**src/rtl/game_step_scheduler_pkg.sv**
```systemverilog
// game_pkg: shared definitions for the snake-game step scheduler slice.
//   gameState_t           - scheduler FSM state encoding (IDLE..HALT)
//   DEFAULT_MAX_DIVIDE    - ticks per step at the slowest speed
//   WATCHDOG_CYCLES       - default cycle budget for any stage wait state
//   DEFAULT_OVERRUN_WIDTH - default width of the overrun counter
package game_pkg;

    localparam int DEFAULT_MAX_DIVIDE    = 4;
    localparam int WATCHDOG_CYCLES       = 1024;
    localparam int DEFAULT_OVERRUN_WIDTH = 8;

    typedef enum logic [2:0] {
        IDLE    = 3'd0,
        LATCH   = 3'd1,
        MOVE    = 3'd2,
        COLLIDE = 3'd3,
        RENDER  = 3'd4,
        HALT    = 3'd5
    } gameState_t;

endpackage

```
**src/rtl/game_step_scheduler_if.sv**
```systemverilog
// game_step_scheduler_if: control bus between the step scheduler, the clock
// divider and the game datapath stages.
//   TickStrobe, SpeedLevel, Pause, Restart  - game control inputs
//   StepDone, CollisionHit                  - stage completion from datapath
//   LatchInput, MoveStart, CollideStart,
//   RenderStart                             - 1-cycle stage start pulses
//   Busy, GameOver, Fault, OverrunCount     - status
//
// Handshake: each start pulse is high for exactly one cycle, aligned with the
// first cycle of the stage. The stage answers with a 1-cycle StepDone no
// earlier than the second cycle of the stage; a StepDone seen in the same
// cycle as the start pulse is ignored. CollisionHit is only meaningful
// alongside StepDone during the collision stage. LatchInput needs no answer.
interface game_step_scheduler_if #(
    parameter int OverrunWidth = 8
) ();

    logic                    TickStrobe;
    logic [1:0]              SpeedLevel;
    logic                    Pause;
    logic                    Restart;
    logic                    StepDone;
    logic                    CollisionHit;
    logic                    LatchInput;
    logic                    MoveStart;
    logic                    CollideStart;
    logic                    RenderStart;
    logic                    Busy;
    logic                    GameOver;
    logic                    Fault;
    logic [OverrunWidth-1:0] OverrunCount;

    // Scheduler side.
    modport master (
        input  TickStrobe, SpeedLevel, Pause, Restart, StepDone, CollisionHit,
        output LatchInput, MoveStart, CollideStart, RenderStart,
        output Busy, GameOver, Fault, OverrunCount
    );

    // Divider / datapath side.
    modport slave (
        output TickStrobe, SpeedLevel, Pause, Restart, StepDone, CollisionHit,
        input  LatchInput, MoveStart, CollideStart, RenderStart,
        input  Busy, GameOver, Fault, OverrunCount
    );

endinterface

```
**src/rtl/game_step_scheduler_tick_prescaler.sv**
```systemverilog
// tick_prescaler: counts game ticks and flags when a step is due.
//   MasterClock - system clock
//   Reset       - asynchronous active-high reset
//   TickStrobe  - 1-cycle game tick
//   CountEnable - ticks are only counted while high
//   Clear       - synchronous counter clear; also suppresses Due
//   SpeedLevel  - divisor = MaxDivide - SpeedLevel, minimum 1
//   Due         - 1-cycle step-due pulse (combinational from the counted tick)
module tick_prescaler
    import game_pkg::*;
#(
    parameter int MaxDivide = DEFAULT_MAX_DIVIDE
) (
    input  logic       MasterClock,
    input  logic       Reset,
    input  logic       TickStrobe,
    input  logic       CountEnable,
    input  logic       Clear,
    input  logic [1:0] SpeedLevel,
    output logic       Due
);

    localparam int CountWidth = $clog2(MaxDivide + 1);

    logic [CountWidth-1:0] divideCount;
    logic [CountWidth-1:0] lastCount;
    logic                  countHit;
    logic                  countTick;

    // Terminal count is divisor-1, with the divisor clamped to at least 1.
    // SpeedLevel is evaluated on the tick that decides whether a step issues.
    always_comb begin
        lastCount = '0;
        if (MaxDivide - int'(SpeedLevel) > 1) begin
            lastCount = CountWidth'(MaxDivide - int'(SpeedLevel) - 1);
        end
    end

    // >= rather than == so a speed-up mid-count cannot skip the terminal value.
    assign countHit  = (divideCount >= lastCount);
    assign countTick = TickStrobe && CountEnable;
    assign Due       = countTick && countHit && !Clear;

    always_ff @(posedge MasterClock or posedge Reset) begin
        if (Reset) begin
            divideCount <= '0;
        end else if (Clear) begin
            divideCount <= '0;
        end else if (countTick) begin
            divideCount <= countHit ? '0 : divideCount + CountWidth'(1);
        end
    end

endmodule

```
**src/rtl/game_step_scheduler.sv**
```systemverilog
// game_step_scheduler: issues one snake-game update every N game ticks and
// walks the datapath through latch -> move -> collide -> render.
//   MasterClock - system clock, all logic on posedge
//   Reset       - asynchronous active-high reset, clears all state
//   Bus         - control bus (master side), see game_step_scheduler_if
//   DebugState  - current FSM state
// A due step that arrives while a step is running is held as one pending
// step and counted in OverrunCount. A stage that never answers is abandoned
// after WatchdogCycles cycles and flags the sticky Fault.
module game_step_scheduler
    import game_pkg::*;
#(
    parameter int MaxDivide      = DEFAULT_MAX_DIVIDE,
    parameter int WatchdogCycles = WATCHDOG_CYCLES,
    parameter int OverrunWidth   = DEFAULT_OVERRUN_WIDTH
) (
    input  logic                  MasterClock,
    input  logic                  Reset,
    game_step_scheduler_if.master Bus,
    output gameState_t            DebugState
);

    localparam int WdWidth = (WatchdogCycles > 2) ? $clog2(WatchdogCycles) : 1;
    localparam logic [WdWidth-1:0] WdLast = WdWidth'(WatchdogCycles - 1);

    gameState_t              state;
    logic                    pending;
    logic [WdWidth-1:0]      wdCount;
    logic                    latchInput;
    logic                    moveStart;
    logic                    collideStart;
    logic                    renderStart;
    logic                    fault;
    logic [OverrunWidth-1:0] overrunCount;

    logic due;
    logic countEnable;
    logic firstCycle;
    logic doneAccepted;
    logic wdExpired;
    logic inWaitState;
    logic overrunFull;

    assign countEnable = !Bus.Pause && (state != HALT);

    tick_prescaler #(
        .MaxDivide(MaxDivide)
    ) uPrescaler (
        .MasterClock(MasterClock),
        .Reset      (Reset),
        .TickStrobe (Bus.TickStrobe),
        .CountEnable(countEnable),
        .Clear      (Bus.Restart),
        .SpeedLevel (Bus.SpeedLevel),
        .Due        (due)
    );

    // The start pulses are registered with the state, so a start pulse being
    // high marks the first cycle of a wait state, where StepDone is ignored.
    assign firstCycle   = moveStart || collideStart || renderStart;
    assign doneAccepted = Bus.StepDone && !firstCycle;
    assign wdExpired    = (wdCount == WdLast);
    assign inWaitState  = (state == MOVE) || (state == COLLIDE) || (state == RENDER);
    assign overrunFull  = &overrunCount;

    always_ff @(posedge MasterClock or posedge Reset) begin
        if (Reset) begin
            state        <= IDLE;
            pending      <= 1'b0;
            wdCount      <= '0;
            latchInput   <= 1'b0;
            moveStart    <= 1'b0;
            collideStart <= 1'b0;
            renderStart  <= 1'b0;
            fault        <= 1'b0;
            overrunCount <= '0;
        end else begin
            latchInput   <= 1'b0;
            moveStart    <= 1'b0;
            collideStart <= 1'b0;
            renderStart  <= 1'b0;
            wdCount      <= inWaitState ? wdCount + WdWidth'(1) : '0;

            // Due is already suppressed by Restart inside the prescaler.
            if (Bus.Restart) begin
                fault        <= 1'b0;
                overrunCount <= '0;
            end else if (due && (state != IDLE) && !overrunFull) begin
                overrunCount <= overrunCount + OverrunWidth'(1);
            end
            if (due && (state != IDLE)) begin
                pending <= 1'b1;
            end

            // Stage transitions; StepDone takes priority over watchdog expiry.
            case (state)
                IDLE: begin
                    if ((due || pending) && !Bus.Pause) begin
                        state      <= LATCH;
                        latchInput <= 1'b1;
                        pending    <= 1'b0;
                    end
                end
                LATCH: begin
                    state     <= MOVE;
                    moveStart <= 1'b1;
                    wdCount   <= '0;
                end
                MOVE: begin
                    if (doneAccepted) begin
                        state        <= COLLIDE;
                        collideStart <= 1'b1;
                        wdCount      <= '0;
                    end else if (wdExpired) begin
                        state   <= IDLE;
                        fault   <= 1'b1;
                        pending <= 1'b0;
                    end
                end
                COLLIDE: begin
                    if (doneAccepted) begin
                        if (Bus.CollisionHit) begin
                            state   <= HALT;
                            pending <= 1'b0;
                        end else begin
                            state       <= RENDER;
                            renderStart <= 1'b1;
                            wdCount     <= '0;
                        end
                    end else if (wdExpired) begin
                        state   <= IDLE;
                        fault   <= 1'b1;
                        pending <= 1'b0;
                    end
                end
                RENDER: begin
                    if (doneAccepted) begin
                        state <= IDLE;
                    end else if (wdExpired) begin
                        state   <= IDLE;
                        fault   <= 1'b1;
                        pending <= 1'b0;
                    end
                end
                HALT: begin
                    pending <= 1'b0;
                    if (Bus.Restart) begin
                        state <= IDLE;
                    end
                end
                default: begin
                    state <= IDLE;
                end
            endcase
        end
    end

    assign Bus.LatchInput   = latchInput;
    assign Bus.MoveStart    = moveStart;
    assign Bus.CollideStart = collideStart;
    assign Bus.RenderStart  = renderStart;
    assign Bus.Busy         = (state != IDLE) && (state != HALT);
    assign Bus.GameOver     = (state == HALT);
    assign Bus.Fault        = fault;
    assign Bus.OverrunCount = overrunCount;
    assign DebugState       = state;

endmodule
```
**src/flat_wrapper.sv**
```systemverilog
// flat-port wrapper written by rule: the top's interface ports become plain ports
module game_step_scheduler_flat import game_pkg::*;
#(
    parameter int MaxDivide      = DEFAULT_MAX_DIVIDE,
    parameter int WatchdogCycles = WATCHDOG_CYCLES,
    parameter int OverrunWidth   = DEFAULT_OVERRUN_WIDTH
)
  (MasterClock, Reset, DebugState, Bus_TickStrobe, Bus_SpeedLevel, Bus_Pause, Bus_Restart, Bus_StepDone, Bus_CollisionHit, Bus_LatchInput, Bus_MoveStart, Bus_CollideStart, Bus_RenderStart, Bus_Busy, Bus_GameOver, Bus_Fault, Bus_OverrunCount);
  game_step_scheduler_if #(.OverrunWidth(OverrunWidth)) Bus_i ();
  input  logic MasterClock;
  input  logic Reset;
  output gameState_t DebugState;
  input wire logic [$bits(Bus_i.TickStrobe)-1:0] Bus_TickStrobe;
  input wire logic [$bits(Bus_i.SpeedLevel)-1:0] Bus_SpeedLevel;
  input wire logic [$bits(Bus_i.Pause)-1:0] Bus_Pause;
  input wire logic [$bits(Bus_i.Restart)-1:0] Bus_Restart;
  input wire logic [$bits(Bus_i.StepDone)-1:0] Bus_StepDone;
  input wire logic [$bits(Bus_i.CollisionHit)-1:0] Bus_CollisionHit;
  output wire logic [$bits(Bus_i.LatchInput)-1:0] Bus_LatchInput;
  output wire logic [$bits(Bus_i.MoveStart)-1:0] Bus_MoveStart;
  output wire logic [$bits(Bus_i.CollideStart)-1:0] Bus_CollideStart;
  output wire logic [$bits(Bus_i.RenderStart)-1:0] Bus_RenderStart;
  output wire logic [$bits(Bus_i.Busy)-1:0] Bus_Busy;
  output wire logic [$bits(Bus_i.GameOver)-1:0] Bus_GameOver;
  output wire logic [$bits(Bus_i.Fault)-1:0] Bus_Fault;
  output wire logic [$bits(Bus_i.OverrunCount)-1:0] Bus_OverrunCount;
  assign Bus_i.TickStrobe = Bus_TickStrobe;
  assign Bus_i.SpeedLevel = Bus_SpeedLevel;
  assign Bus_i.Pause = Bus_Pause;
  assign Bus_i.Restart = Bus_Restart;
  assign Bus_i.StepDone = Bus_StepDone;
  assign Bus_i.CollisionHit = Bus_CollisionHit;
  assign Bus_LatchInput = Bus_i.LatchInput;
  assign Bus_MoveStart = Bus_i.MoveStart;
  assign Bus_CollideStart = Bus_i.CollideStart;
  assign Bus_RenderStart = Bus_i.RenderStart;
  assign Bus_Busy = Bus_i.Busy;
  assign Bus_GameOver = Bus_i.GameOver;
  assign Bus_Fault = Bus_i.Fault;
  assign Bus_OverrunCount = Bus_i.OverrunCount;
  game_step_scheduler #(.MaxDivide(MaxDivide), .WatchdogCycles(WatchdogCycles), .OverrunWidth(OverrunWidth)) u_core (.MasterClock(MasterClock), .Reset(Reset), .Bus(Bus_i), .DebugState(DebugState));
endmodule
```
**config.mk**
```make
export PLATFORM = sky130hd
export DESIGN_NAME = game_step_scheduler_flat
export DESIGN_NICKNAME = d
export VERILOG_FILES = /design/src/rtl/game_step_scheduler_pkg.sv /design/src/rtl/game_step_scheduler_if.sv /design/src/rtl/game_step_scheduler_tick_prescaler.sv /design/src/rtl/game_step_scheduler.sv /design/src/flat_wrapper.sv
export SDC_FILE = /design/constraint.sdc
export NUM_CORES = 1
export LEC_CHECK = 0
export BUFFER_PORTS_ARGS = -buffer_cell sky130_fd_sc_hd__buf_2
export CORE_MARGIN = 1.5
export CORE_UTILIZATION = 55
export CTS_CLUSTER_DIAMETER = 30
export DETAILED_ROUTE_END_ITERATION = 6
export GPL_ROUTABILITY_DRIVEN = 0
export MAX_ROUTING_LAYER = met4
export PLACE_DENSITY = 0.88
export SLEW_MARGIN = 10
export SYNTH_ARGS = -nofsm -noshare
export SYNTH_HDL_FRONTEND = slang
export SYNTH_SLANG_ARGS = --single-unit
```
**constraint.sdc**
```tcl
create_clock -name MasterClock -period 2.17 [get_ports MasterClock]
set_clock_uncertainty 0.15 [all_clocks]
set_input_delay 0.217 -clock MasterClock [delete_from_list [all_inputs] [get_ports MasterClock]]
set_output_delay 0.217 -clock MasterClock [all_outputs]
set_load 0.005 [all_outputs]
```
======== After elaboration in Yosys (flattened, before gate mapping) ========
Cells that the tools add are included.
cells by class
  add/sub/neg operators ................... 5
  $lt $le $gt $ge ......................... 2
  eq/ne operators ......................... 9
  mux-type cells .......................... 38
  reductions and logical operators ........ 26
operators with widths
  cell                   number
  $mux 10                4
  $mux 3                 10
  $pmux 10 s3            1
  $mux 1                 19
  $pmux 3 s6             1
  $mux 8                 2
  $add 10x1->10 const B  1
  $eq 10x10->1 const B   1
  $logic_and 1x1->1      9
  $add 8x1->8 const B    1
  $reduce_and 8->1       1
  $eq 3x2->1 const B     2
  $eq 3x3->1 const B     2
  $logic_or 1x1->1       5
  $gt 4x2->1 const B     1
  $logic_not 1->1        4
  $pmux 1 s4             1
  $reduce_bool 2->1      2
  $sub 3x2->4 const A    1
  $add 3x1->3 const B    1
  $eq 3x1->1 const B     1
  $ge 3x3->1             1
  $logic_not 3->1        1
  $ne 3x3->1 const B     1
  other kinds (7)        7
storage, ports and cells
  flip-flop bits (word level) ............. 30
  input port bits ......................... 9
  output and inout port bits .............. 18
  word-level logic and storage cells ...... 90

======== Logic depth before layout (Yosys ltp) ========
Gate-level depths: netlist (run 1).
  word-level depth ........................ 11
  mapped depth ............................ 9
  depth with buffers taken out ............ 9

======== Modules after synthesis ========
Synthesis (run 1) repeated with hierarchy kept, for this count alone.
unflattened totals
  cell total of the unflattened synthesis .. 172
  area total of the unflattened synthesis .. 1662.8 µm²
by module, submodules not included
  module               instances  cells an instance  area an instance (µm²)
  game_step_scheduler  1          138                1371.3
  tick_prescaler       1          34                 291.5

======== Worst setup path before layout (run 1) ========
No wires, ideal clock.
  path type ............................... input-to-reg
  start point ............................. input port Bus_SpeedLevel[0]
  end point ............................... register u_core.overrunCount[4] (netlist: u_core.Bus.OverrunCount[4])
  arrival ................................. 2.052 ns
  required time ........................... 1.942 ns
  path slack .............................. -0.110 ns
  stages on the path ...................... 9
  buffers on the path ..................... 0
  cells stage by stage .................... ha_1 xnor2_1 nand2b_1 ha_1 nand2_1 o21ai_1 nand3_4 or3_1 a21oi_1
on the way
  longest elaborated chain between the ends .. 9
  elaborated cells between the ends (all ways) .. 10
  classes of those cells .................. add/sub: 2; order compare: 2; mux: 1; reduce/logical: 5
RTL lines
  item                                       line                                                                                text
  from (decl)                                flat_wrapper.sv:14                                                                  input wire logic [$bits(Bus_i.SpeedLevel)-1:0] Bus_SpeedLevel;
  $sub 3x2->4 (*)                            game_step_scheduler_tick_prescaler.sv:34                                            if (MaxDivide - int'(SpeedLevel) > 1) begin
  $gt 4x2->1 or $sub 3x2->3 (tied branches)  game_step_scheduler_tick_prescaler.sv:34, game_step_scheduler_tick_prescaler.sv:35
  $mux 3 (*)                                 game_step_scheduler_tick_prescaler.sv:34
  $ge 3x3->1 (*)                             game_step_scheduler_tick_prescaler.sv:40                                            assign countHit = (divideCount >= lastCount);
  $logic_and 1x1->1 (*) (2 in series)        game_step_scheduler_tick_prescaler.sv:42                                            assign Due = countTick && countHit && !Clear;
  $logic_and 1x1->1 (*) (2 in series)        game_step_scheduler.sv:88                                                           end else if (due && (state != IDLE) && !overrunFull) begin
  $reduce_bool 2->1 (no source line) (*)     -
  to (signal assigned)                       game_step_scheduler.sv:89                                                           overrunCount <= overrunCount + OverrunWidth'(1);
  to (decl)                                  game_step_scheduler.sv:34                                                           logic [OverrunWidth-1:0] overrunCount;
Every way passes the cells marked *; elsewhere a longest branch is shown, timed or not.
A chain may end at the register's enable or synchronous reset.

======== Worst setup path after layout (run 1) ========
  start point ............................. register u_core.overrunCount[0] (netlist: u_core.Bus.OverrunCount[0])
  end point ............................... register u_core.overrunCount[4] (netlist: u_core.Bus.OverrunCount[4])
on the way
  longest elaborated chain between the ends .. 4
  elaborated cells between the ends (all ways) .. 7
  classes of those cells .................. add/sub: 1; mux: 2; reduce/logical: 4
RTL lines
  item
  parallel branches: the longest is 4 deep, another holds $add 8x1->8
Parallel ways; which one is timed is not known. The select of a mux whose other input is x is not followed.

==> results of run 1 <==
state kept, by name (all words and copies together), names as in the netlist:
signal                         cells
u_core.wdCount                    10
u_core.Bus.OverrunCount            8
u_core.DebugState                  3
u_core.uPrescaler.divideCount      3
u_core.Bus.CollideStart            1
u_core.Bus.Fault                   1
u_core.Bus.LatchInput              1
u_core.Bus.MoveStart               1
u_core.Bus.RenderStart             1
u_core.pending                     1
Yosys cell counts (2+ instances only):
master / instances / area (µm²)
nor4b_1: 3 / 26.3
xnor2_1: 8 / 70.1
a21oi_1: 7 / 35.0
a22o_1: 2 / 17.5
nor2b_1: 4 / 25.0
nor3b_1: 3 / 22.5
nand3_1: 7 / 35.0
nand2b_1: 4 / 25.0
a211oi_1: 2 / 15.0
dfrtp_1: 30 / 751
nand4_1: 3 / 18.8
nand2_1: 11 / 41.3
nor2_1: 27 / 101
o21ai_0: 5 / 25.0
buf_2: 2 / 10.0
xor2_1: 5 / 43.8
or3_1: 2 / 12.5
nor3_1: 2 / 10.0
ha_1: 7 / 87.6
mux2i_1: 2 / 20.0
inv_1: 6 / 22.5
and3_1: 3 / 18.8
final cells by class:
cell class	instances	area share, %
Multi-Input combinational cell	124	43.0
Sequential cell	30	39.1
Timing Repair Buffer	37	11.3
Clock buffer	6	2.67
Tap cell	31	2.02
Inverter	6	1.17
Clock inverter	2	0.652
metrics by stage:
stage | instances | utilization, % | total power [W] | worst slack, ns
after global placement | 226 | 66.0 | 0.00119 | -0.00366
final | 236 | 69.0 | 0.00157 | 0.158
after CTS | 236 | 69.0 | 0.00158 | 0.155
after floorplan | 164 | - | 0.00104 | 0.0407
after global routing | 236 | 69.0 | 0.00166 | 0.0328
after detailed placement | 226 | 66.0 | 0.00122 | -0.152
cells in the final DEF, fill, tap and decap left out, types with 3 or more instances in the layout:
cell type	n
nand2_1	11
xor2_1	5
nor2_1	27
nand3_1	7
a21oi_1	7
nand4_1	3
clkbuf_4	5
inv_1	6
nand2b_1	4
dfrtp_1	30
nor4b_1	3
and3_1	3
xnor2_1	8
ha_1	7
buf_4	9
buf_2	26
nor2b_1	4
nor3b_1	3
o21ai_0	5
critical path, stage by stage (launching register included):
cell and delay, ns:
dfrtp_1 0.44, ha_1 0.28, and3_1 0.21, a21oi_1 0.24, nand3_4 0.10, or3_1 0.35, a21oi_1 0.17
timing repair:
action,4_1_cts,5_1_grt
gates resized for setup,0,0
hold buffers,2,0
endpoints found under the hold margin,31,0
endpoints found under the setup margin,0,0
logic make-up (layout without fill, tap and decap cells):
group | count (synthesis) | count (layout) | synth area share, %
adder cells (fa/ha/maj) | 7 | 7 | 5.41
other | 1 | 1 | 0.231
XOR/XNOR | 13 | 13 | 7.03
buffers and inverters | 10 | 51 | 2.93
flip-flops | 30 | 30 | 46.3
AO/OA/AOI/OAI | 25 | 25 | 10.3
AND/OR/NAND/NOR | 75 | 75 | 25.8
multiplexers | 3 | 3 | 1.93
worst max-delay path by stage:
stage / start / end / slack [ns] / cells past startpoint
after CTS: u_core.Bus.OverrunCount[0]$_DFFE_PP0P_ / u_core.Bus.OverrunCount[4]$_DFFE_PP0P_ / 0.15 / 6
after detailed placement: Bus_SpeedLevel[0] / u_core.Bus.OverrunCount[4]$_DFFE_PP0P_ / -0.15 / 11
final: u_core.Bus.OverrunCount[0]$_DFFE_PP0P_ / u_core.Bus.OverrunCount[4]$_DFFE_PP0P_ / 0.16 / 6
after global placement: Bus_SpeedLevel[0] / u_core.Bus.OverrunCount[4]$_DFFE_PP0P_ / -0.004 / 11
after floorplan: Bus_SpeedLevel[0] / u_core.Bus.OverrunCount[4]$_DFFE_PP0P_ / 0.04 / 9
after global routing: u_core.DebugState[0]$_DFFE_PP0P_ / u_core.uPrescaler.divideCount[2]$_DFFE_PP0P_ / 0.03 / 6
power by group through the flow:
stage                     logic, W  clock network [W]  registers [W]
final                     0.000529           0.000359       0.000681
after global routing      0.000587           0.000381       0.000694
after CTS                 0.000530           0.000368       0.000679
after detailed placement  0.000526                  0       0.000692
after global placement    0.000504                  0       0.000685
after floorplan           0.000372                  0       0.000673
routing by layer:
metal | up-vias | routed length (µm) | track usage [%]
met5 | - | 0 | -
li1 | 657 | - | -
met2 | 43 | 1690 | 37.8
met3 | 10 | 177 | 4.99
met4 | 0 | 73 | 15.6
met1 | 639 | 1360 | 25.5
==> out/summary.txt, run 1 <==
First-pass DRT Iterations: 4
pin count of the biggest net entering global routing: 31
HP Start: Bus_Restart
Reg2Reg Setup Slack: 0.16 ns
Worst-path clk slew: 0.10 ns
Flop pwr share: 43.4%
DR WL/cell: 14.0 µm
sequential share of the synthesized area: 46.3%
Core Rows: 19
Multi-input gate area: 826 µm²
sw frac: 35.8%
setup_tns: 0 ns
hold slack: 0.0730 ns
Skew-Pair Late Insertion Delay: 0.34 ns
CTS tree: done
ys async rst share: 100%
RSZ-0062 raised after global routing: false
DPL Wire Length: 2.47 mm
CTS H-tree lvls: 2
Final period util: 92.7%
Lkg Pwr: 0.920 nW
net switching power: 0.000562 W
Die X: 57.3 µm
outcome: completed
first-pass GRT wire length: 5.53 mm
CP Max Fanout: 4
number of global-route vias before repair: 1315
Synth Warn #: 0
CTS Buf Count: 5
post-synthesis cell type count: 41
register area: 751 µm²
Post CTS Setup Buffer Count: 0
Worst EP arrival: 2.12 ns
global route overflow: 0
Area Growth Syn to Fin: 18.5%
Peak Freq: 497 MHz
Final Hold Violating Endpoints: 0
worst hold stages: 2
Post-synth EDFFs: 0
detailed-route DRC error count: 0
type of the most critical hold path: in2reg
Avg Inst Size Synth: 9.88 µm²
Final Max Slew Viols: 0
port bufs: 26
clk buf depth: 2
Net Count, Synth: 180
Synth Instances: 164
initial antenna violation count: 0
CTS root buffer: clkbuf_4
clock sink count: 30
Internal: 0.00101 W
max cap viols: 0
Post-Syn Area: 1620 µm²
hold path endpoint: u_core.Bus.OverrunCount[2]$_DFFE_PP0P_
cell area power density: 817 nW/µm²
Final Instance Area: 1920 µm²
DP Area: 1840 µm²
Peak supply drop: 628 µV
routed vias: 1349
# setup viols final: 0
Die Ht: 57.3 µm
minimum clock period: 2.01 ns
I/O pin cnt: 27
ANT cells: 0
post-route ant nets: 0
total core area: 2780 µm²
WS Path Type: reg2reg
nature of the critical path endpoint: flip-flop
clock share of power: 22.9%
CP required: 2.28 ns
Via density: 5.72
WL final: 3.30 mm
Final nets: 220
RR Startpoint: u_core.Bus.OverrunCount[0]$_DFFE_PP0P_
ys flop type: dfrtp_1
Total GRT Usage: 23.3%
fill cell count: 216
Initial Util: 58.3%
fraction of final layout cells sized beyond drive strength 1: 24.4%
combinational group share of total power: 33.7%
Die ar.: 3280 µm²
reg2reg end: u_core.Bus.OverrunCount[4]$_DFFE_PP0P_
Seq cells post-synth: 30
Worst setup SP type: flip-flop
number of DRC markers in iteration 0: 53
R2R depth: 6
(Power assumes the default switching activity.)
==> run 2, diff against run 1 <==
--- a/config.mk
+++ b/config.mk
@@ -11,9 +11,11 @@
 export CTS_CLUSTER_DIAMETER = 30
 export DETAILED_ROUTE_END_ITERATION = 6
 export GPL_ROUTABILITY_DRIVEN = 0
+export HOLD_SLACK_MARGIN = 0.08
 export MAX_ROUTING_LAYER = met4
 export PLACE_DENSITY = 0.88
 export SLEW_MARGIN = 10
 export SYNTH_ARGS = -nofsm -noshare
 export SYNTH_HDL_FRONTEND = slang
+export SYNTH_HIERARCHICAL = 1
 export SYNTH_SLANG_ARGS = --single-unit
==> run 2 against run 1 <==
The run now ends with negative setup slack left. Hold slack gained 0.035 ns. Sequential share of layout area shrank 4.3 points. Power grew 2.9%. Synthesized cell count grew 4.9%. Combinational power grew 13%. Non-clock buffer count grew 11. Maximum frequency shrank 15%. Core utilization grew 7.8 points. Sequential power shrank 2%. Final cell count grew 8.5%. Synthesized area grew 2.6%. Critical path type unchanged.
==> out/summary.txt, run 2 <==
max reg flops: 10 (unchanged)
total core area: 2810 µm² (+0.85%)
ranking of synthesized cells by area: dfrtp_1 45%, ha_1 5.3%, nor2_1 4.7%, a21oi_1 3.9%, xor2_1 3.2%
outcome: complete, but fails checks
Yosys top cell area share: 45.1% (-1.2 points)
most common cell in the netlist: dfrtp_1
Die ar.: 3360 µm² (+2.5%)
Initial Util: 59.3% (+1.0 points)
Area Growth Syn to Fin: 29.5%
Die X: 58.0 µm (+1.2%)
worst hold stages: 2 (unchanged)
synth cell count leaders: 30 x dfrtp_1, 21 x nor2_1, 13 x a21oi_1, 13 x nand2_1
Post-Syn Area: 1660 µm² (+2.6%)
Core Rows: 19 (unchanged)
DR WL/cell: 15.8 µm (+13%)
Reg2Reg Setup Slack: -0.21 ns (-0.36 ns)
Peak supply drop: 558 µV (-11%)
clock share of power: 21.5% (-1.4 points)
R2R depth: 8 (+2)
post-synthesis cell type count: 47 (+15%)
CP Max Fanout: 5 (+1)
RSZ-0062 raised after global routing: true
Seq cells post-synth: 30 (unchanged)
Peak Freq: 421 MHz (-15%)
hold path endpoint: u_core/Bus.OverrunCount[6]$_DFFE_PP0P_
type of the most critical hold path: in2reg
number of global-route vias before repair: 1470 (+12%)
reg2reg end: u_core/Bus.OverrunCount[5]$_DFFE_PP0P_
net switching power: 0.000574 W (+2.2%)
sw frac: 35.6% (-0.24 points)
First-pass DRT Iterations: 6 (+2)
RR Startpoint: u_core/uPrescaler/divideCount[1]$_DFFE_PP0P_
nature of the critical path endpoint: flip-flop
Worst EP arrival: 2.48 ns (+0.36 ns)
fill cell count: 177 (-18%)
WL final: 4.05 mm (+23%)
ys flop type: dfrtp_1
initial antenna violation count: 0 (unchanged)
Final nets: 240 (+9.1%)
commonest cells after routing, fill and taps aside: 30 x dfrtp_1, 24 x buf_2, 20 x nor2_1
sequential share of the synthesized area: 45.1% (-1.2 points)
Biggest register: u_core/wdCount
Multi-input gate area: 951 µm² (+15%)
CTS tree: done
Net Count, Synth: 188 (+4.4%)
I/O pin cnt: 27 (unchanged)
hold slack: 0.108 ns (+0.0347 ns)
slack of the critical path: -0.206 ns (-0.364 ns)
Worst setup SP type: flip-flop
Lkg Pwr: 1.00 nW (+8.7%)
failing checks: negative setup slack
clk buf depth: 2 (unchanged)
CTS root buffer: clkbuf_4
DPL Wire Length: 2.62 mm (+6.4%)
Core Util, Final: 76.8% (+7.8 points)
combinational group share of total power: 37.0% (+3.3 points)
pre-CTS WS: -0.563 ns (-0.411 ns)
Skew-Pair Late Insertion Delay: 0.33 ns (about the same)
detailed-route DRC error count: 0 (unchanged)
CTS Buf Count: 5 (unchanged)
clock sink count: 30 (unchanged)
Flop pwr share: 41.5% (-1.9 points)
Die Ht: 58.0 µm (+1.2%)
Via density: 6.21 (+8.6%)
Total GRT Usage: 25.8% (+2.6 points)
HP Start: Bus_Restart
fraction of final layout cells sized beyond drive strength 1: 31.1% (+6.7 points)
ANT cells: 0 (unchanged)
Synth Warn #: 6 (+6)
global route overflow: 0 (unchanged)
ys async rst share: 100% (unchanged)
cell area power density: 749 nW/µm² (-8.3%)
WS Path Type: reg2reg
most common cell after layout, fill and taps aside: dfrtp_1
CTS H-tree lvls: 2 (unchanged)
Post-synth EDFFs: 0 (unchanged)
Final Hold Violating Endpoints: 0 (unchanged)
# setup viols final: 8 (+8)
Internal: 0.00104 W (+3.3%)
Final period util: 109% (+17 points)
max cap viols: 0 (unchanged)
CP required: 2.27 ns (about the same)
register area: 751 µm² (unchanged)
leading area contributor after synthesis: dfrtp_1
Final Max Slew Viols: 0 (unchanged)
post-route ant nets: 0 (unchanged)
first-pass GRT wire length: 6.43 mm (+16%)
port bufs: 26 (unchanged)
minimum clock period: 2.38 ns (+0.364 ns)
pin count of the biggest net entering global routing: 28 (-9.7%)
Synth Instances: 172 (+4.9%)
routed vias: 1589 (+18%)
Avg Inst Size Synth: 9.67 µm² (-2.1%)
number of DRC markers in iteration 0: 90 (+70%)
Worst-path clk slew: 0.10 ns (about the same)
==> run 2: how the worst max path moves through the flow <==
stage | start | depth (start not counted) | slack, ns | end
detailed placement | Bus_SpeedLevel[0] | 12 | -0.56 | u_core/Bus.OverrunCount[5]$_DFFE_PP0P_
finish | u_core/uPrescaler/divideCount[1]$_DFFE_PP0P_ | 8 | -0.21 | u_core/Bus.OverrunCount[5]$_DFFE_PP0P_
CTS | u_core/uPrescaler/divideCount[1]$_DFFE_PP0P_ | 8 | -0.10 | u_core/Bus.OverrunCount[5]$_DFFE_PP0P_
floorplan | Bus_SpeedLevel[0] | 11 | -0.30 | u_core/Bus.OverrunCount[5]$_DFFE_PP0P_
global placement | Bus_SpeedLevel[0] | 12 | -0.41 | u_core/Bus.OverrunCount[7]$_DFFE_PP0P_
global route | Bus_SpeedLevel[0] | 12 | -0.31 | u_core/Bus.OverrunCount[5]$_DFFE_PP0P_
==> run 2: power by group through the flow <==
stage          clock [W]  sequential, W  combinational, W
3_5_place_dp           0       0.000681          0.000534
4_1_cts         0.000351       0.000669          0.000551
5_1_grt         0.000373       0.000677          0.000650
6_report        0.000346       0.000670          0.000597
2_1_floorplan          0       0.000694          0.000331
3_3_place_gp           0       0.000674          0.000507
==> run 2: layer usage <==
| layer | wire length, µm | vias up | GRT usage, % |
|---|---|---|---|
| li1 | - | 733 | - |
| met1 | 1720 | 752 | 31.8 |
| met2 | 1910 | 85 | 40.4 |
| met3 | 287 | 19 | 8.04 |
| met4 | 130 | 0 | 8.97 |
| met5 | 0 | - | - |
==> run 2: what timing repair did <==
item / in CTS / in global routing
endpoints found under the setup margin: 8 / 8
hold buffers: 3 / 0
endpoints found under the hold margin: 32 / 0
pin swaps: 6 / 5
resized for setup: 4 / 7
cloned: 1 / 0
buffers inserted: 1 / 2
==> run 2: cell type report <==
cell class / instances / share of cell area [%]
timing repair buffer: 48 / 15.0
multi-input combinational: 131 / 44.2
inverter: 8 / 1.39
clock buffer: 7 / 2.56
tap: 31 / 1.80
clock inverter: 1 / 0.232
sequential: 30 / 34.9
==> run 2: logic make-up (layout without fill, tap and decap cells) <==
kind of cell | after synthesis | after routing | share of synthesized area [%]
AOI/OAI and AO/OA | 38 | 39 | 16.6
xor gates and xnor gates | 10 | 10 | 5.27
adders and majority gates | 7 | 7 | 5.27
buffers and inverters | 12 | 64 | 2.71
DFF | 30 | 30 | 45.1
muxes | 2 | 2 | 1.28
other | 1 | 1 | 0.226
and+or+nand+nor | 72 | 72 | 23.5
==> run 2: critical path: stages, from the launching register on <==
cell and delay (ns):
dfrtp_1 0.43, ha_1 0.33, nand2_2 0.07, o21a_1 0.19
nor3_2 0.23, o31a_4 0.22, o211ai_4 0.10, or4_1 0.41
a21oi_1 0.18
==> run 2: through the flow <==
step	total power [W]	area, µm²	cells	setup TNS (ns)
6_report	0.00161	2150	256	-0.881
5_1_grt	0.00170	2150	256	-1.49
4_1_cts	0.00157	2090	254	-0.369
3_5_place_dp	0.00122	1960	241	-4.54
3_3_place_gp	0.00118	1960	241	-2.94
2_1_floorplan	0.00102	1680	172	-1.50
==> run 3, diff against run 2 <==
--- a/config.mk
+++ b/config.mk
@@ -5,15 +5,15 @@
 export SDC_FILE = /design/constraint.sdc
 export NUM_CORES = 1
 export LEC_CHECK = 0
-export BUFFER_PORTS_ARGS = -buffer_cell sky130_fd_sc_hd__buf_2
 export CORE_MARGIN = 1.5
 export CORE_UTILIZATION = 55
 export CTS_CLUSTER_DIAMETER = 30
 export DETAILED_ROUTE_END_ITERATION = 6
+export DONT_BUFFER_PORTS = 1
 export GPL_ROUTABILITY_DRIVEN = 0
 export HOLD_SLACK_MARGIN = 0.08
 export MAX_ROUTING_LAYER = met4
-export PLACE_DENSITY = 0.88
+export PLACE_DENSITY = 0.7
 export SLEW_MARGIN = 10
 export SYNTH_ARGS = -nofsm -noshare
 export SYNTH_HDL_FRONTEND = slang
==> run 3 against run 2 <==
The flow finishes with violations (negative hold slack, negative setup slack). Setup slack improved by 0.14 ns. Sequential share of layout area down 0.14 points. Via count fell by 7.4%. Sequential cell count unchanged. Die area is the same. Routed wire length down 1.7%. Sequential power rose by 2%.
==> out/summary.txt, run 3 (synthesized netlist as in run 2, its figures left out) <==
number of global-route vias before repair: 1476 (+0.41%)
Skew-Pair Late Insertion Delay: 0.33 ns (about the same)
max reg flops: 10 (unchanged)
clock sink count: 30 (unchanged)
Area Growth Syn to Fin: 30.0%
fraction of final layout cells sized beyond drive strength 1: 27.4% (-3.7 points)
initial antenna violation count: 0 (unchanged)
pin count of the biggest net entering global routing: 28 (unchanged)
RSZ-0062 raised after global routing: true
I/O pin cnt: 27 (unchanged)
Final Hold Violating Endpoints: 9 (+9)
Pwr Total: 0.00172 W (+6.3%)
first-pass GRT wire length: 6.42 mm (-0.11%)
Final period util: 103% (-6.7 points)
Worst-path clk slew: 0.10 ns (about the same)
Reg2Reg Setup Slack: -0.06 ns (+0.14 ns)
Biggest register: u_core/wdCount
Initial Util: 59.3% (unchanged)
CTS Buf Count: 5 (unchanged)
CP Max Fanout: 8 (+3)
CTS root buffer: clkbuf_4
Core Util, Final: 77.1% (+0.31 points)
Final Max Slew Viols: 0 (unchanged)
total core area: 2810 µm² (unchanged)
outcome: complete, but fails checks
Peak supply drop: 442 µV (-21%)
routed vias: 1471 (-7.4%)
CTS tree: done
# setup viols final: 3 (-5)
DR WL/cell: 16.7 µm (+5.3%)
slack of the critical path: -0.0613 ns (+0.145 ns)
Final nets: 224 (-6.7%)
Via density: 6.15 (-0.84%)
cell area power density: 793 nW/µm² (+5.9%)
cts hold-fix bufs: 11 (+8)
Die Ht: 58.0 µm (unchanged)
Total GRT Usage: 26.3% (+0.50 points)
number of DRC markers in iteration 0: 124 (+38%)
most common cell after layout, fill and taps aside: dfrtp_1
ANT cells: 0 (unchanged)
max cap viols: 0 (unchanged)
pre-CTS WS: -0.363 ns (+0.199 ns)
minimum clock period: 2.23 ns (-0.145 ns)
Core Rows: 19 (unchanged)
hold slack: -0.225 ns (-0.332 ns)
First-pass DRT Iterations: 7 (+1)
post-route ant nets: 0 (unchanged)
WS Path Type: reg2reg
CTS H-tree lvls: 2 (unchanged)
global route overflow: 0 (unchanged)
failing checks: negative hold slack, negative setup slack
port bufs: 0 (-100%)
Worst setup SP type: flip-flop
Lkg Pwr: 0.930 nW (-7.0%)
detailed-route DRC error count: 0 (unchanged)
type of the most critical hold path: in2reg
Die ar.: 3360 µm² (unchanged)
CP required: 2.27 ns (about the same)
Peak Freq: 448 MHz (+6.5%)
Die X: 58.0 µm (unchanged)
Worst EP arrival: 2.33 ns (-0.15 ns)
commonest cells after routing, fill and taps aside: 30 x dfrtp_1, 21 x buf_4, 18 x nor2_1
WL final: 3.98 mm (-1.7%)
clk buf depth: 2 (unchanged)
DPL Wire Length: 2.49 mm (-5.0%)
nature of the critical path endpoint: flip-flop
-- run 3: changes by cell type in the layout (fill, tap and decap cells not counted), sizes merged --
cell / change
o211ai: -1
dlygate4sd3: +7
buf: -22
clkbuf: -1
clkinv: -1
bufinv: +1
-- run 3: area by class of cell --
| cell class | instances | area (µm²) |
|---|---|---|
| Tap cell | 31 | 38.8 |
| Fill cell | 190 | 643 |
| Inverter | 8 | 30.0 |
| Sequential cell | 30 | 751 |
| Timing Repair Buffer | 33 | 280 |
| Multi-Input combinational cell | 130 | 981 |
| Clock buffer | 6 | 51.3 |
| Clock inverter | 1 | 30.0 |
-- run 3: worst max-delay path, stage by stage (launching register included) --
cell and delay, ns:
dfrtp_1 0.42, ha_4 0.30, nand2_4 0.05, o21a_1 0.19, nor3_2 0.16, o31a_4 0.20, o211ai_4 0.11, or4_4 0.44
a21oi_2 0.13
-- run 3: final timing paths --
kind | start | end | cells past startpoint
min in group asynchronous | Reset | u_core/Bus.OverrunCount[6]$_DFFE_PP0P_ | 3
hold / removal | Bus_Restart | u_core/Bus.OverrunCount[4]$_DFFE_PP0P_ | 1
max in group asynchronous | Reset | u_core/uPrescaler/divideCount[1]$_DFFE_PP0P_ | 3
setup reg to reg | u_core/uPrescaler/divideCount[2]$_DFFE_PP0P_ | u_core/Bus.OverrunCount[7]$_DFFE_PP0P_ | 8
setup / recovery | u_core/uPrescaler/divideCount[2]$_DFFE_PP0P_ | u_core/Bus.OverrunCount[7]$_DFFE_PP0P_ | 8
hold reg to reg | u_core/wdCount[0]$_DFF_PP0_ | u_core/wdCount[0]$_DFF_PP0_ | 1
-- run 3: routing by layer --
layer	share of wire [%]	vias up	GRT usage [%]
met5	0	-	-
met3	5.1	10	7.37
met1	43	712	30.0
met2	50	50	43.2
met4	2.1	0	11.6
li1	-	699	-
-- run 3: through the flow --
step	instances	setup TNS (ns)	area, µm²
2_1_floorplan	172	-1.50	1680
4_1_cts	237	-0.0957	2080
3_5_place_dp	215	-2.41	1830
6_report	239	-0.126	2160
5_1_grt	239	-0.778	2160
3_3_place_gp	215	-1.63	1830
-- run 3: power by group --
part           switching, W  internal, W  leakage, nW
combinational      0.000322     0.000247        0.473
clock              0.000194     0.000268       0.0443
sequential        0.0000618     0.000622        0.413
total              0.000578      0.00114        0.930
-- run 3: timing repair --
item / 4_1_cts / 5_1_grt
endpoints found under the setup margin: 7 / 11
pin swaps: 3 / 7
endpoints found under the hold margin: 47 / 9
buffers inserted: 5 / 4
resized for setup: 4 / 18
